### src/rtl/dag_arb_pkg.sv
`default_nettype none
// ============================================================================
// Module   : dag_arb_pkg
// Purpose  : Shared constants and types for the dag_log_arbiter slice:
//            requester count, logic opcodes, pipeline FSM state encoding and
//            a one-hot to index helper.
// Ports    : none (package)
// Revision : 1.0 - initial release
// ============================================================================
package dag_arb_pkg;

    localparam int NREQ = 4;

    localparam logic [1:0] OP_AND  = 2'b00;
    localparam logic [1:0] OP_OR   = 2'b01;
    localparam logic [1:0] OP_XOR  = 2'b10;
    localparam logic [1:0] OP_XNOR = 2'b11;

    // RUN: pipeline may advance; HOLD: a result is waiting on the consumer.
    typedef enum logic [0:0] {
        RUN  = 1'b0,
        HOLD = 1'b1
    } state_t;

    // Index of the set bit of a one-hot vector (0 when the vector is zero).
    function automatic logic [1:0] onehot_to_idx(input logic [NREQ-1:0] oh);
        logic [1:0] idx;
        idx = '0;
        for (int i = 0; i < NREQ; i++) begin
            if (oh[i]) idx = i[1:0];
        end
        return idx;
    endfunction

endpackage
`default_nettype wire

### src/rtl/dag_arb_rr_pick.sv
`default_nettype none
// ============================================================================
// Module   : dag_arb_rr_pick
// Purpose  : Rotating-priority search. Requests are scanned starting at
//            index ptr and wrapping modulo NREQ; the first asserted request
//            wins.
// Ports    : req [NREQ] in  - request vector
//            ptr [2]    in  - index with highest priority this cycle
//            gnt [NREQ] out - one-hot winner (zero when req is zero)
//            any        out - at least one request is asserted
// Revision : 1.0 - initial release
// ============================================================================
module dag_arb_rr_pick
    import dag_arb_pkg::*;
(
    input  logic [NREQ-1:0] req,
    input  logic [1:0]      ptr,
    output logic [NREQ-1:0] gnt,
    output logic            any
);

    // The 2-bit sum wraps naturally, giving the modulo-4 scan order.
    always_comb begin
        gnt = '0;
        any = 1'b0;
        for (int k = 0; k < NREQ; k++) begin
            if (!any && req[ptr + k[1:0]]) begin
                gnt[ptr + k[1:0]] = 1'b1;
                any               = 1'b1;
            end
        end
    end

endmodule
`default_nettype wire

### src/rtl/dag_log_arbiter.sv
`default_nettype none
// ============================================================================
// Module   : dag_log_arbiter
// Purpose  : Four requesters share one 2-stage logic pipeline (AND/OR/XOR/
//            XNOR) through a round-robin arbiter. Stage 1 captures the
//            granted operands, stage 2 holds the result until the consumer
//            accepts it. A back-pressured result freezes both stages and
//            suppresses new grants.
// Ports    : clock            in  - clock, rising edge
//            resetn           in  - synchronous active-low reset
//            req[4]           in  - per-requester request, held until granted
//            a_in/b_in[4*BITS]in  - operands, requester i at [i*BITS +: BITS]
//            op_in[8]         in  - opcode, requester i at [2i +: 2]
//            gnt[4]           out - combinational one-hot/zero grant
//            out_valid        out - result valid
//            out_ready        in  - consumer accepts result
//            out_data[BITS]   out - result
//            out_tag[2]       out - requester index of out_data
//            issue_cnt[16]    out - accepted-request counter
// Config   : DAG_ARB_ISSUE_CNT_EN - when defined, issue_cnt counts accepted
//            grants (wrapping at 16 bits); otherwise it is tied to zero.
// Revision : 1.0 - initial release
// ============================================================================
module dag_log_arbiter
    import dag_arb_pkg::*;
#(
    parameter int BITS = 2
) (
    input  logic                 clock,
    input  logic                 resetn,
    input  logic [NREQ-1:0]      req,
    input  logic [NREQ*BITS-1:0] a_in,
    input  logic [NREQ*BITS-1:0] b_in,
    input  logic [2*NREQ-1:0]    op_in,
    output logic [NREQ-1:0]      gnt,
    output logic                 out_valid,
    input  logic                 out_ready,
    output logic [BITS-1:0]      out_data,
    output logic [1:0]           out_tag,
    output logic [15:0]          issue_cnt
);

    state_t          r_state;
    state_t          w_state_next;
    logic            w_advance;
    logic            w_grant;
    logic [NREQ-1:0] w_pick_gnt;
    logic            w_pick_any;
    logic [1:0]      w_gnt_idx;
    logic [1:0]      r_ptr;

    logic            r_s1_valid;
    logic [BITS-1:0] r_s1_a;
    logic [BITS-1:0] r_s1_b;
    logic [1:0]      r_s1_op;
    logic [1:0]      r_s1_tag;
    logic [BITS-1:0] w_result;

    logic            r_s2_valid;
    logic [BITS-1:0] r_s2_data;
    logic [1:0]      r_s2_tag;

    dag_arb_rr_pick u_pick (
        .req (req),
        .ptr (r_ptr),
        .gnt (w_pick_gnt),
        .any (w_pick_any)
    );

    // HOLD is only ever entered with stage 2 valid and keeps it valid, so
    // in HOLD the advance condition reduces to out_ready alone.
    always_comb begin
        w_state_next = r_state;
        w_advance    = 1'b1;
        case (r_state)
            RUN: begin
                w_advance = !r_s2_valid || out_ready;
                if (r_s2_valid && !out_ready) w_state_next = HOLD;
            end
            HOLD: begin
                w_advance = out_ready;
                if (out_ready) w_state_next = RUN;
            end
            default: w_state_next = RUN;
        endcase
    end

    // No grant may be issued while in reset or while the pipeline is frozen.
    assign w_grant   = resetn && w_advance && w_pick_any;
    assign gnt       = (resetn && w_advance) ? w_pick_gnt : '0;
    assign w_gnt_idx = onehot_to_idx(w_pick_gnt);

    always_comb begin
        w_result = '0;
        case (r_s1_op)
            OP_AND:  w_result = r_s1_a & r_s1_b;
            OP_OR:   w_result = r_s1_a | r_s1_b;
            OP_XOR:  w_result = r_s1_a ^ r_s1_b;
            OP_XNOR: w_result = ~(r_s1_a ^ r_s1_b);
            default: w_result = '0;
        endcase
    end

    always_ff @(posedge clock) begin
        if (!resetn) begin
            r_state    <= RUN;
            r_ptr      <= '0;
            r_s1_valid <= 1'b0;
            r_s1_a     <= '0;
            r_s1_b     <= '0;
            r_s1_op    <= '0;
            r_s1_tag   <= '0;
            r_s2_valid <= 1'b0;
            r_s2_data  <= '0;
            r_s2_tag   <= '0;
        end else begin
            r_state <= w_state_next;
            if (w_grant) r_ptr <= w_gnt_idx + 2'd1;
            if (w_advance) begin
                r_s1_valid <= w_pick_any;
                if (w_pick_any) begin
                    r_s1_a   <= a_in[w_gnt_idx*BITS +: BITS];
                    r_s1_b   <= b_in[w_gnt_idx*BITS +: BITS];
                    r_s1_op  <= op_in[w_gnt_idx*2 +: 2];
                    r_s1_tag <= w_gnt_idx;
                end
                r_s2_valid <= r_s1_valid;
                r_s2_tag   <= r_s1_tag;
                r_s2_data  <= w_result;
            end
        end
    end

    assign out_valid = r_s2_valid;
    assign out_data  = r_s2_data;
    assign out_tag   = r_s2_tag;

`ifdef DAG_ARB_ISSUE_CNT_EN
    logic [15:0] r_issue_cnt;

    always_ff @(posedge clock) begin
        if (!resetn) begin
            r_issue_cnt <= '0;
        end else if (w_grant) begin
            r_issue_cnt <= r_issue_cnt + 16'd1;
        end
    end

    assign issue_cnt = r_issue_cnt;
`else
    assign issue_cnt = 16'd0;
`endif

endmodule
`default_nettype wire
### config.mk
export PLATFORM = sky130hd
export DESIGN_NAME = dag_log_arbiter
export DESIGN_NICKNAME = d
export VERILOG_FILES = /design/src/rtl/dag_arb_pkg.sv /design/src/rtl/dag_arb_rr_pick.sv /design/src/rtl/dag_log_arbiter.sv
export SDC_FILE = /design/constraint.sdc
export NUM_CORES = 1
export LEC_CHECK = 0
export CORE_MARGIN = 4
export CORE_UTILIZATION = 42
export CTS_CLUSTER_DIAMETER = 80
export CTS_CLUSTER_SIZE = 30
export DETAILED_ROUTE_END_ITERATION = 10
export GPL_TIMING_DRIVEN = 0
export MAX_ROUTING_LAYER = met4
export PLACE_DENSITY = 0.74
export REMOVE_ABC_BUFFERS = 1
export SLEW_MARGIN = 15
export SYNTH_ARGS = -nofsm -noshare
export SYNTH_HDL_FRONTEND = slang
export SYNTH_HIERARCHICAL = 1
export SYNTH_SLANG_ARGS = --single-unit
### constraint.sdc
create_clock -name clock -period 6.5 [get_ports clock]
set_input_delay 0.65 -clock clock [delete_from_list [all_inputs] [get_ports clock]]
set_output_delay 0.65 -clock clock [all_outputs]
set_load 0.05 [all_outputs]
# Word-level counts from Yosys, hierarchy flattened
# Index checks and enable logic that the tools add are counted.
[word_totals]
register_bits = 17
output_inout_bits = 25
word_cells = 87
[classes]
n_addsub = 4
n_lt_le_gt_ge = 8
eq_ne = 3
shift = 3
mux = 33
n_bitwise = 8
reduce_logical = 18
[ops]
columns = ["operator", "count"]
rows = [
  ["$shiftx 8x4->2", 3],
  ["$mux 4", 5],
  ["$mux 1", 15],
  ["$lt 2x3->1 const B", 4],
  ["$or 4x4->4", 3],
  ["$logic_and 1x1->1", 10],
  ["$bmux 1 s2", 4],
  ["$demux 1 s2", 4],
  ["$ge 2x1->1 const B", 4],
  ["$pmux 2 s4", 1],
  ["$logic_not 1->1", 5],
  ["$add 2x1->2 const B", 2],
  ["$add 2x2->2 const B", 2],
  ["$eq 2x2->1 const B", 2],
  ["$mux 2", 2],
  ["$pmux 1 s2", 2],
  ["$and 2x2->2", 1],
  ["$eq 2x1->1 const B", 1],
  ["$logic_not 2->1", 1],
  ["$not 2->2", 1],
  ["$or 2x2->2", 1],
  ["$reduce_and 2->1", 1],
  ["$xor 2x2->2", 1],
  ["$logic_or 1x1->1", 1],
  ["$not 1->1", 1],
]

# Logic depth before layout (Yosys ltp)
# Gate-level depths: netlist of the first run.
[logic_depth]
depth_word = 16
ltp_mapped = 11

# By module
# Netlist of the first run, hierarchy kept.
[modules_own_cells]
columns = ["module", "instances", "cells_per_inst", "area_each_um2", "seq_area_each_um2"]
rows = [
  ["dag_log_arbiter", 1, 125, 1063.5, 340.3],
  ["dag_arb_rr_pick", 1, 62, 494.2, 0.0],
]

# Least setup slack after synthesis of the first run
# OpenSTA, ideal clock, no wires.
[synth_timing]
kind = "reg2out"
startpoint = "register r_ptr[1]"
endpoint = "output gnt[3]"
arrival_ps = 2646
required_ps = 5850
setup_slack_ps = 3204
stages_incl_launch_ff = 10
n_path_buf = 2
path_cell_list = "dfxtp_1 > clkbuf_1 > inv_1 > ha_1 > mux2i_1 > mux2_2 > a221oi_2 > o2bb2ai_1 > clkbuf_1 > and3_1"
[synth_via]
elab_chain_cells = 13
[synth_rtl]
columns = ["element", "line_no", "rtl"]
rows = [
  ["start, declared", "dag_log_arbiter.sv:50", "logic [1:0] r_ptr;"],
  ["start signal, assigned", "dag_log_arbiter.sv:118", "if (w_grant) r_ptr <= w_gnt_idx + 2'd1;"],
  ["parallel branches: the longest is 11 deep, another holds $lt 2x3->1", "n/a", ""],
  ["$mux 4 (*)", "dag_arb_rr_pick.sv:27", "if (!any && req[ptr + k[1:0]]) begin"],
  ["named net w_pick_gnt[3]", "dag_log_arbiter.sv:47", "logic [NREQ-1:0] w_pick_gnt;"],
  ["$mux 4 (*)", "dag_log_arbiter.sv:90", "assign gnt = (resetn && w_advance) ? w_pick_gnt : '0;"],
  ["end, declared", "dag_log_arbiter.sv:35", "output logic [NREQ-1:0] gnt,"],
]
# Mark *: on every way through the listed nets, which the timed path passes. The select of a mux whose other input is x is not followed.

# Worst setup path in the final report of the first run
[layout_timing]
startpoint = "register r_ptr[0]"
endpoint = "output gnt[1]"
# The elaborated chain is that of the path after synthesis.

==> results of run 1 <==
## cells by family (layout without fill, tap and decap cells)
| family | after synthesis | after routing |
|---|---|---|
| AOI/OAI and AO/OA | 53 | 53 |
| xor gates and xnor gates | 2 | 2 |
| adders and majority gates | 10 | 10 |
| buffers and inverters | 39 | 53 |
| DFF | 17 | 17 |
| muxes | 16 | 16 |
| other | 1 | 16 |
| and+or+nand+nor | 49 | 49 |
## registers in the layout, indices dropped and copies added, names as in the netlist, 2 cells and up
signal,flops
out_data,2
out_tag,2
r_ptr,2
r_s1_a,2
r_s1_b,2
r_s1_op,2
r_s1_tag,2
## cells in the final DEF, fill, tap and decap left out, drive strengths merged, types with 2 or more instances in the layout
cell / Yosys / layout
mux2i: 6 / 6
o2bb2ai: 4 / 4
dfxtp: 17 / 17
or2: 2 / 2
conb: 1 / 16
xnor2: 2 / 2
and2: 2 / 2
a31o: 2 / 2
and3: 4 / 4
nor2: 10 / 10
o22ai: 6 / 6
nor2b: 2 / 2
inv: 10 / 10
a222oi: 6 / 6
nand2b: 4 / 4
a221oi: 2 / 2
nand3: 4 / 4
clkdlybuf4s50: 0 / 39
a211oi: 9 / 9
a21oi: 15 / 15
clkbuf: 5 / 3
nand2: 13 / 13
o31ai: 2 / 2
ha: 10 / 10
o21ai: 3 / 3
mux2: 9 / 9
or4: 3 / 3
## layer usage
| layer | wire length (um) | track usage [%] |
|---|---|---|
| met3 | 164 | 0.972 |
| met1 | 1710 | 21.9 |
| met5 | 0 | - |
| met4 | 8 | 3.65 |
| met2 | 1580 | 24.5 |
## final cells by class
cell class	instances	area, sq um	area share, %
Timing Repair Buffer	39	390	20.4
Clock buffer	3	41.3	2.15
Clock inverter	1	5.00	0.261
Multi-Input combinational cell	146	1040	54.5
Sequential cell	17	340	17.8
Tap cell	46	57.6	3.00
Inverter	10	37.5	1.96
## worst max-delay path by stage
| stage | endpoint | cells past startpoint |
|---|---|---|
| CTS | gnt[1] | 8 |
| global route | gnt[1] | 8 |
| global placement | gnt[1] | 8 |
| floorplan | gnt[1] | 7 |
| detailed placement | gnt[1] | 8 |
| finish | gnt[1] | 8 |
## where the power goes
part	leakage, nW	total [mW]	internal (mW)	switching [mW]
Sequential	0.141	0.187	0.139	0.0473
Clock	0.0255	0.0777	0.0425	0.0352
Combinational	0.612	0.544	0.239	0.305
Total	0.778	0.808	0.421	0.387
## worst reg2reg max path, stage by stage (launching register included)
cell and delay (ps):
dfxtp_1 750, inv_1 220, ha_1 470, mux2i_1 360, mux2_2 290, a211oi_1 90, o2bb2ai_1 610, mux2_2 410
a222oi_1 320, a211oi_1 130
==> flow_summary_export.csv, run 1 <==
group,metric,value,unit
power,peakVddDrop,0.000233,V
sta,holdWs,450,ps
synth,yosysTopAreaCellShare,21.8,%
layout,final_layout_size_suffix_gt1_share,9.72,%
flow_run,maxCapViolations,0,
worst_setup_path,timing.rr.end,"r_s1_op[1]$_SDFFE_PN0P_",
sta,setup_ws,1740,ps
synth,synth.area.mux_share,11.8,%
clock_tree,clk_pin_slew,60,ps
clock_tree,hold_buffers,0,
synth,synthXorXnorAreaFrac,1.12,%
worst_setup_path,r2r_start,"r_ptr[0]$_SDFFE_PN0P_",
worst_setup_path,critical-path-max-stage-delay,800,ps
sta,period_minus_slack,4760,ps
route,drt_first_iter_violations,96,
grt,grt_pass1_wl,5650,um
route,vias,1390,
synth,ys_top_cells_by_count,"dfxtp_1 (17), buf_4 (16), a21oi_1 (15)",
grt,grt_overflow_total,0,
worst_setup_path,crit_arrival,4110,ps
layout,antennaDiodeCount,0,
grt,grt_start_max_net_pins,23,
synth,yosys_warnings,6,
worst_setup_path,path_buf_inv,2,
synth,ys_ff_latch,17,
route,drcViolationCount,0,
worst_setup_path,crit_path_end_kind,"output pin",
min_path,worstHoldPathCells,2,
sta,slew_headroom,50.4,%
grt,grt_use_total,15.6,%
synth,synth_cell_type_count,43,
power,total_power,0.808,mW
min_path,hp-class,"flip-flop to flip-flop",
sta,skew,5.40,ps
floorplan,boundaryPins,56,
clock_tree,cts_tree,"yes",
sta,setup_viol,0,
layout,design_area,1920,sq um
layout,fin_util,55.3,%
placed_design,gp_congestion,0.862,
synth,async_reset_ff_share,0,%
layout,fin_nets,258,
clock_tree,cts.repair.resized,0,
synth,syn_inst,187,
clock_tree,clk_path_buf_depth,2,
synth,synth_flop_cell,"dfxtp_1",
layout,stdcell_count,262,
layout,n_fill_cell,353,
sta,worst_pin_slew,744,ps
route,avgViaCountPerCell,5.31,
worst_setup_path,crit_type,"flip-flop to output pin",
synth,synth_top_family_by_area,"compound AO/OA/AOI/OAI gates",
placed_design,hpwlAfterDp,2730,um
grt,antenna_found_initial,0,
floorplan,rows,21,
placed_design,place_area,1870,sq um
worst_setup_path,path_delay_family,"buffers and inverters",
sta,rsz0062_at_grt,"no",
worst_setup_path,crit_start,"r_ptr[0]$_SDFFE_PN0P_",
min_path,min_from,"out_tag[0]$_SDFFE_PN0P_",
clock_tree,cts-htree-levels,1,
power,p_per_area,422,nW/um^2
floorplan,core_area,3470,sq um
route,routedWlPerCell,13.2,um
worst_setup_path,worstPathRequired,5850,ps
min_path,whs_endpoint,"out_tag[0]$_SDFFE_PN0P_",
floorplan,chipWidth,68.9,um
clock_tree,tritoncts.num_buffers,3,
synth,synthAdderAreaFrac,8.03,%
grt,grt_pass1_vias,1266,
placed_design,post-place-cells,258,
synth,synthTopCellsByArea,"dfxtp_1 (22%), ha_1 (8.0%), buf_4 (7.7%)",
power,p_leak,0.778,nW
layout,syn2layout_area_growth,23.1,%
clock_tree,clock_sinks,17,
worst_setup_path,worstRegToRegCells,9,
route,postRouteAntennaNets,0,
status,run_status,"finished clean",
synth,synth_edf_count,0,
sta,final.setup.tns,0,ps
synth,synth_seq_area_share,21.8,%
route,wl,3460,um
floorplan,die-area,4750,sq um
floorplan,die_h,68.9,um
floorplan,start_util,44.9,%
route,firstDrtPassIters,4,
clock_tree,cts_root_buf,"clkbuf_8",
synth,netlist_area,1560,sq um
worst_setup_path,worstPathMaxFanout,22,
sta,max_freq,0.210,GHz
sta,min_period_over_period,73.3,%
worst_setup_path,cp_slowest_cell,"clkdlybuf4s50_1",
placed_design,place_ws,2000,ps
worst_setup_path,cp-start-kind,"flip-flop",
synth,synth_top_area_cell,"dfxtp_1",
clock_tree,cts_setup_buffers,0,
sta,slew_viol_final,0,
synth,synth_simple_gate_area_share,16.9,%
worst_setup_path,crit_chain,"inv_1 > ha_1 > mux2i_1 > mux2_2 > a211oi_1 > o2bb2ai_1 > and3_1 > clkdlybuf4s50_1",
placed_design,portBuffers,39,
synth,yosysMostFrequentCell,"dfxtp_1",
synth,synth-compound-area-share,25.4,%
synth,synth.avg_cell_area,8.33,sq um
worst_setup_path,r2r_slack,2710,ps
sta,hold_violations,0,
clock_tree,clock_latency,250,ps
Power figures use the tool's default switching activity.
==> inputs of run 2 (changes only) <==
Clock period 6.5 ns to 4.6 ns, I/O delays scaled along.
==> run 2 against run 1 <==
  * Sequential power up 42%
  * Sequential cell count unchanged
  * Non-clock buffer count unchanged
  * Register-to-register slack worse by 1600 ps
  * Power up 42%
  * Global-route usage unchanged
  * Clock-buffer cell count unchanged
  * Critical path type unchanged
  * Critical endpoint is now gnt[3]
==> flow_summary_export.csv, run 2 (synthesized netlist as in run 1, its figures left out) <==
group,metric,value,unit
sta,min_period_over_period,92.6,%
route,drcViolationCount,0,
clock_tree,cts_setup_buffers,0,
sta,rsz0062_at_grt,"no",
clock_tree,cts_tree,"yes",
floorplan,boundaryPins,56,
sta,max_freq,0.235,GHz
worst_setup_path,cp_slowest_cell,"clkdlybuf4s50_1",
sta,final.setup.tns,0,ps
status,run_status,"finished clean",
route,avgViaCountPerCell,5.30,
worst_setup_path,worstPathMaxFanout,11,
sta,period_minus_slack,4260,ps
sta,worst_pin_slew,695,ps
power,peakVddDrop,0.000310,V
clock_tree,cts_root_buf,"clkbuf_8",
worst_setup_path,path_delay_family,"buffers and inverters",
layout,final_layout_size_suffix_gt1_share,10.6,%
grt,antenna_found_initial,0,
grt,grt_start_max_net_pins,23,
sta,setup_viol,0,
layout,fin_nets,258,
min_path,hp-class,"flip-flop to flip-flop",
sta,skew,5.37,ps
clock_tree,hold_buffers,0,
power,p_leak,0.781,nW
clock_tree,clock_sinks,17,
layout,syn2layout_area_growth,23.5,%
layout,antennaDiodeCount,0,
worst_setup_path,cp-start-kind,"flip-flop",
layout,fin_util,55.5,%
clock_tree,cts.repair.resized,0,
route,postRouteAntennaNets,0,
route,vias,1388,
worst_setup_path,crit_chain,"inv_1 > ha_1 > mux2i_1 > mux2_2 > a221oi_2 > o2bb2ai_1 > and3_1 > clkdlybuf4s50_1",
floorplan,chipWidth,68.9,um
sta,slew_viol_final,0,
route,firstDrtPassIters,4,
worst_setup_path,crit_path_end_kind,"output pin",
grt,grt_use_total,15.6,%
layout,n_fill_cell,354,
grt,grt_pass1_wl,5650,um
layout,final_common_cell,"clkdlybuf4s50_1",
sta,hold_violations,0,
floorplan,die_h,68.9,um
flow_run,maxCapViolations,0,
power,p_per_area,596,nW/um^2
layout,multi_input_area,1050,sq um
worst_setup_path,path_buf_inv,2,
floorplan,die-area,4750,sq um
floorplan,rows,21,
sta,slew_headroom,53.7,%
clock_tree,clk_pin_slew,70,ps
layout,seq_area,342,sq um
placed_design,portBuffers,39,
floorplan,start_util,44.9,%
route,routedWlPerCell,13.2,um
floorplan,core_area,3470,sq um
layout,final_cell_mix,"clkdlybuf4s50_1 (39), conb_1 (16), dfxtp_1 (16)",
route,drt_first_iter_violations,118,
worst_setup_path,crit_arrival,3800,ps
grt,grt_overflow_total,0,
clock_tree,clock_latency,250,ps
worst_setup_path,crit_type,"flip-flop to output pin",
route,wl,3460,um
placed_design,hpwlAfterDp,2730,um
worst_setup_path,worstPathRequired,4140,ps
clock_tree,tritoncts.num_buffers,3,
worst_setup_path,critical-path-max-stage-delay,800,ps
clock_tree,cts-htree-levels,1,
clock_tree,clk_path_buf_depth,2,
grt,grt_pass1_vias,1266,
placed_design,gp_congestion,0.862,
run 2: cell counts in the layout (fill, tap and decap cells not counted):
Identical to the previous run, type by type.
run 2: cell type report:
type,count,area share [%]
Inverter,10,1.95
Clock inverter,1,0.260
Clock buffer,3,2.15
Sequential cell,17,17.8
Timing Repair Buffer,39,20.3
Tap cell,46,2.99
Multi-Input combinational cell,146,54.6
run 2: per-stage QoR:
stage / hold WS (ps) / power [mW] / instances / cell area [sq um] / worst slack [ps]
global route: 477 / 1.24 / 262 / 1920 / 63.1
CTS: 454 / 1.14 / 262 / 1920 / 18.5
finish: 450 / 1.15 / 262 / 1920 / 341
detailed placement: 446 / 1.03 / 258 / 1870 / 288
global placement: 439 / 1.02 / 258 / 1870 / 326
floorplan: 433 / 0.844 / 173 / 1420 / 1320
run 2: path summary, 6_finish.rpt:
check	endpoint	cells past startpoint	slack (ps)	from
hold / removal	out_tag[0]$_SDFFE_PN0P_	2	450	out_tag[0]$_SDFFE_PN0P_
setup reg to reg	r_s1_op[1]$_SDFFE_PN0P_	9	1150	r_ptr[1]$_SDFFE_PN0P_
hold reg to reg	out_tag[0]$_SDFFE_PN0P_	2	450	out_tag[0]$_SDFFE_PN0P_
setup / recovery	gnt[3]	8	340	r_ptr[1]$_SDFFE_PN0P_
run 2: power by group:
group	total [mW]	internal (mW)	switching [mW]	leakage, nW
Sequential	0.265	0.198	0.0672	0.141
Clock	0.109	0.0600	0.0494	0.0255
Combinational	0.773	0.340	0.433	0.615
Total	1.15	0.598	0.549	0.781
run 2: layer usage:
layer	vias to the layer above	track usage (%)	routed length (um)
met1	628	21.9	1650
met3	4	0.972	206
li1	711	-	-
met5	-	-	0
met4	0	3.65	23
met2	45	24.5	1580
run 2: tightest hold or removal path: cells and delay by family, from the launching register on:
| family | cells | cell delay, ps |
|---|---|---|
| flops | 1 | 310 |
| compound gates | 1 | 50 |
| simple gates | 1 | 50 |
==> inputs of run 3 (changes only) <==
Settings changed: PLACE_DENSITY 0.74 to 0.76, SLEW_MARGIN 15 to 20.
==> run 3 against run 2 <==
  * Combinational power grew 0.5%
  * Clock power barely moved
  * Power is 0.29% higher
  * Die area did not move
  * Clock skew is 1.2 ps higher
  * Fmax is 1.7% lower
  * Utilization grew 0.14 points
  * Clock-buffer cell count stayed put
  * Sequential share of layout area decreased by 0.11 points
  * Via count up 1.0%
  * Sequential power hardly changed
  * Critical path type unchanged
  * Highest routed layer unchanged
==> flow_summary_export.csv, run 3 (synthesized netlist as in run 1, its figures left out) <==
group,metric,value,unit
grt,grt_overflow_total,0,
clock_tree,clk_path_buf_depth,2,
clock_tree,hold_buffers,0,
clock_tree,clk_pin_slew,60,ps
sta,rsz0062_at_grt,"no",
worst_setup_path,crit_path_end_kind,"output pin",
route,drt_first_iter_violations,42,
floorplan,chipWidth,68.9,um
grt,grt_start_max_net_pins,23,
layout,fin_nets,258,
layout,final_cell_mix,"clkdlybuf4s50_1 (39), dfxtp_1 (17), conb_1 (16)",
sta,period_minus_slack,4330,ps
layout,antennaDiodeCount,0,
layout,final_common_cell,"clkdlybuf4s50_1",
clock_tree,clock_sinks,17,
route,drcViolationCount,0,
sta,hold_violations,0,
worst_setup_path,cp_slowest_cell,"clkdlybuf4s50_1",
power,p_clk_share,9.6,%
worst_setup_path,crit_type,"flip-flop to output pin",
floorplan,rows,21,
placed_design,post-place-cells,258,
worst_setup_path,worstPathRequired,4140,ps
clock_tree,cts_root_buf,"clkbuf_8",
floorplan,core_area,3470,sq um
layout,syn2layout_area_growth,23.9,%
status,run_status,"finished clean",
worst_setup_path,path_delay_family,"buffers and inverters",
power,p_sw,0.551,mW
grt,antenna_found_initial,0,
placed_design,portBuffers,39,
route,wl,3520,um
sta,worst_pin_slew,660,ps
sta,setup_viol,0,
worst_setup_path,path_buf_inv,2,
sta,holdWs,451,ps
sta,final.setup.tns,0,ps
worst_setup_path,crit_chain,"inv_1 > ha_1 > mux2i_1 > mux2_2 > a211oi_1 > o2bb2ai_2 > and3_1 > clkdlybuf4s50_1",
floorplan,boundaryPins,56,
sta,min_period_over_period,94.2,%
floorplan,die-area,4750,sq um
placed_design,gp_congestion,0.874,
grt,grt_use_total,15.9,%
power,p_per_area,596,nW/um^2
power,combinationalPowerShare,67.5,%
floorplan,die_h,68.9,um
layout,final_layout_size_suffix_gt1_share,10.6,%
sta,max_freq,0.231,GHz
clock_tree,tritoncts.num_buffers,3,
power,intPower,0.599,mW
flow_run,maxCapViolations,0,
floorplan,start_util,44.9,%
power,p_leak,0.783,nW
route,postRouteAntennaNets,0,
clock_tree,clock_latency,250,ps
layout,stdcell_count,262,
worst_setup_path,worstPathMaxFanout,22,
route,vias,1402,
clock_tree,cts_tree,"yes",
power,peakVddDrop,0.000338,V
sta,skew,6.55,ps
grt,grt_pass1_wl,5610,um
power,p_seq_share,22.9,%
sta,slew_viol_final,0,
clock_tree,cts-htree-levels,1,
min_path,hp-class,"flip-flop to flip-flop",
worst_setup_path,cp-start-kind,"flip-flop",
route,routedWlPerCell,13.4,um
route,firstDrtPassIters,5,
route,avgViaCountPerCell,5.35,
power,p_sw_share,47.9,%
grt,grt_pass1_vias,1213,
worst_setup_path,crit_arrival,3870,ps
sta,slew_headroom,56.0,%
placed_design,hpwlAfterDp,2720,um
worst_setup_path,critical-path-max-stage-delay,810,ps
==> run 3: area by class of cell <==
cell class,count,area [sq um]
tap,46,57.6
multi-input combinational,146,1060
timing repair buffer,39,390
fill,334,1540
inverter,10,37.5
clock inverter,1,5.00
sequential,17,340
clock buffer,3,41.3
==> run 3: path summary, 6_finish.rpt <==
| kind | to | cells past startpoint | start | slack [ps] |
|---|---|---|---|---|
| hold reg to reg | out_tag[0]$_SDFFE_PN0P_ | 2 | out_tag[0]$_SDFFE_PN0P_ | 450 |
| hold / removal | out_tag[0]$_SDFFE_PN0P_ | 2 | out_tag[0]$_SDFFE_PN0P_ | 450 |
| setup reg to reg | r_s1_op[0]$_SDFFE_PN0P_ | 9 | r_ptr[0]$_SDFFE_PN0P_ | 1070 |
| setup / recovery | gnt[1] | 8 | r_ptr[0]$_SDFFE_PN0P_ | 270 |
==> run 3: tightest hold or removal path: stages (launching register included) <==
cell	delay (ps)
dfxtp_1	310
nand2_1	50
a21oi_1	50
==> run 3: metal layers <==
metal,global-route usage [%],routed length [um],up-vias
met5,-,0,-
met4,5.11,27,0
met3,1.94,218,2
met2,24.5,1610,45
met1,21.6,1660,643
li1,-,-,712
==> run 3: metrics by stage <==
| stage | worst slack (ps) | area (sq um) | total power, mW | util [%] |
|---|---|---|---|---|
| after global routing | 31.5 | 1930 | 1.24 | 55.6 |
| after global placement | 336 | 1870 | 1.02 | 53.9 |
| after detailed placement | 247 | 1870 | 1.03 | 53.9 |
| after CTS | 10.3 | 1920 | 1.14 | 55.3 |
| after floorplan | 1320 | 1420 | 0.844 | - |
| final | 267 | 1930 | 1.15 | 55.6 |
==> run 3: what timing repair did <==
action	in CTS	in global routing
resized for setup	0	2
setup endpoints to repair	0	2
setup buffers	0	0
==> run 3: power groups by stage <==
stage,logic [mW],registers (mW),clock network [mW]
after floorplan,0.553,0.291,0
after global placement,0.755,0.265,0
after detailed placement,0.763,0.267,0
after CTS,0.765,0.264,0.115
after global routing,0.846,0.275,0.122
final,0.777,0.263,0.111
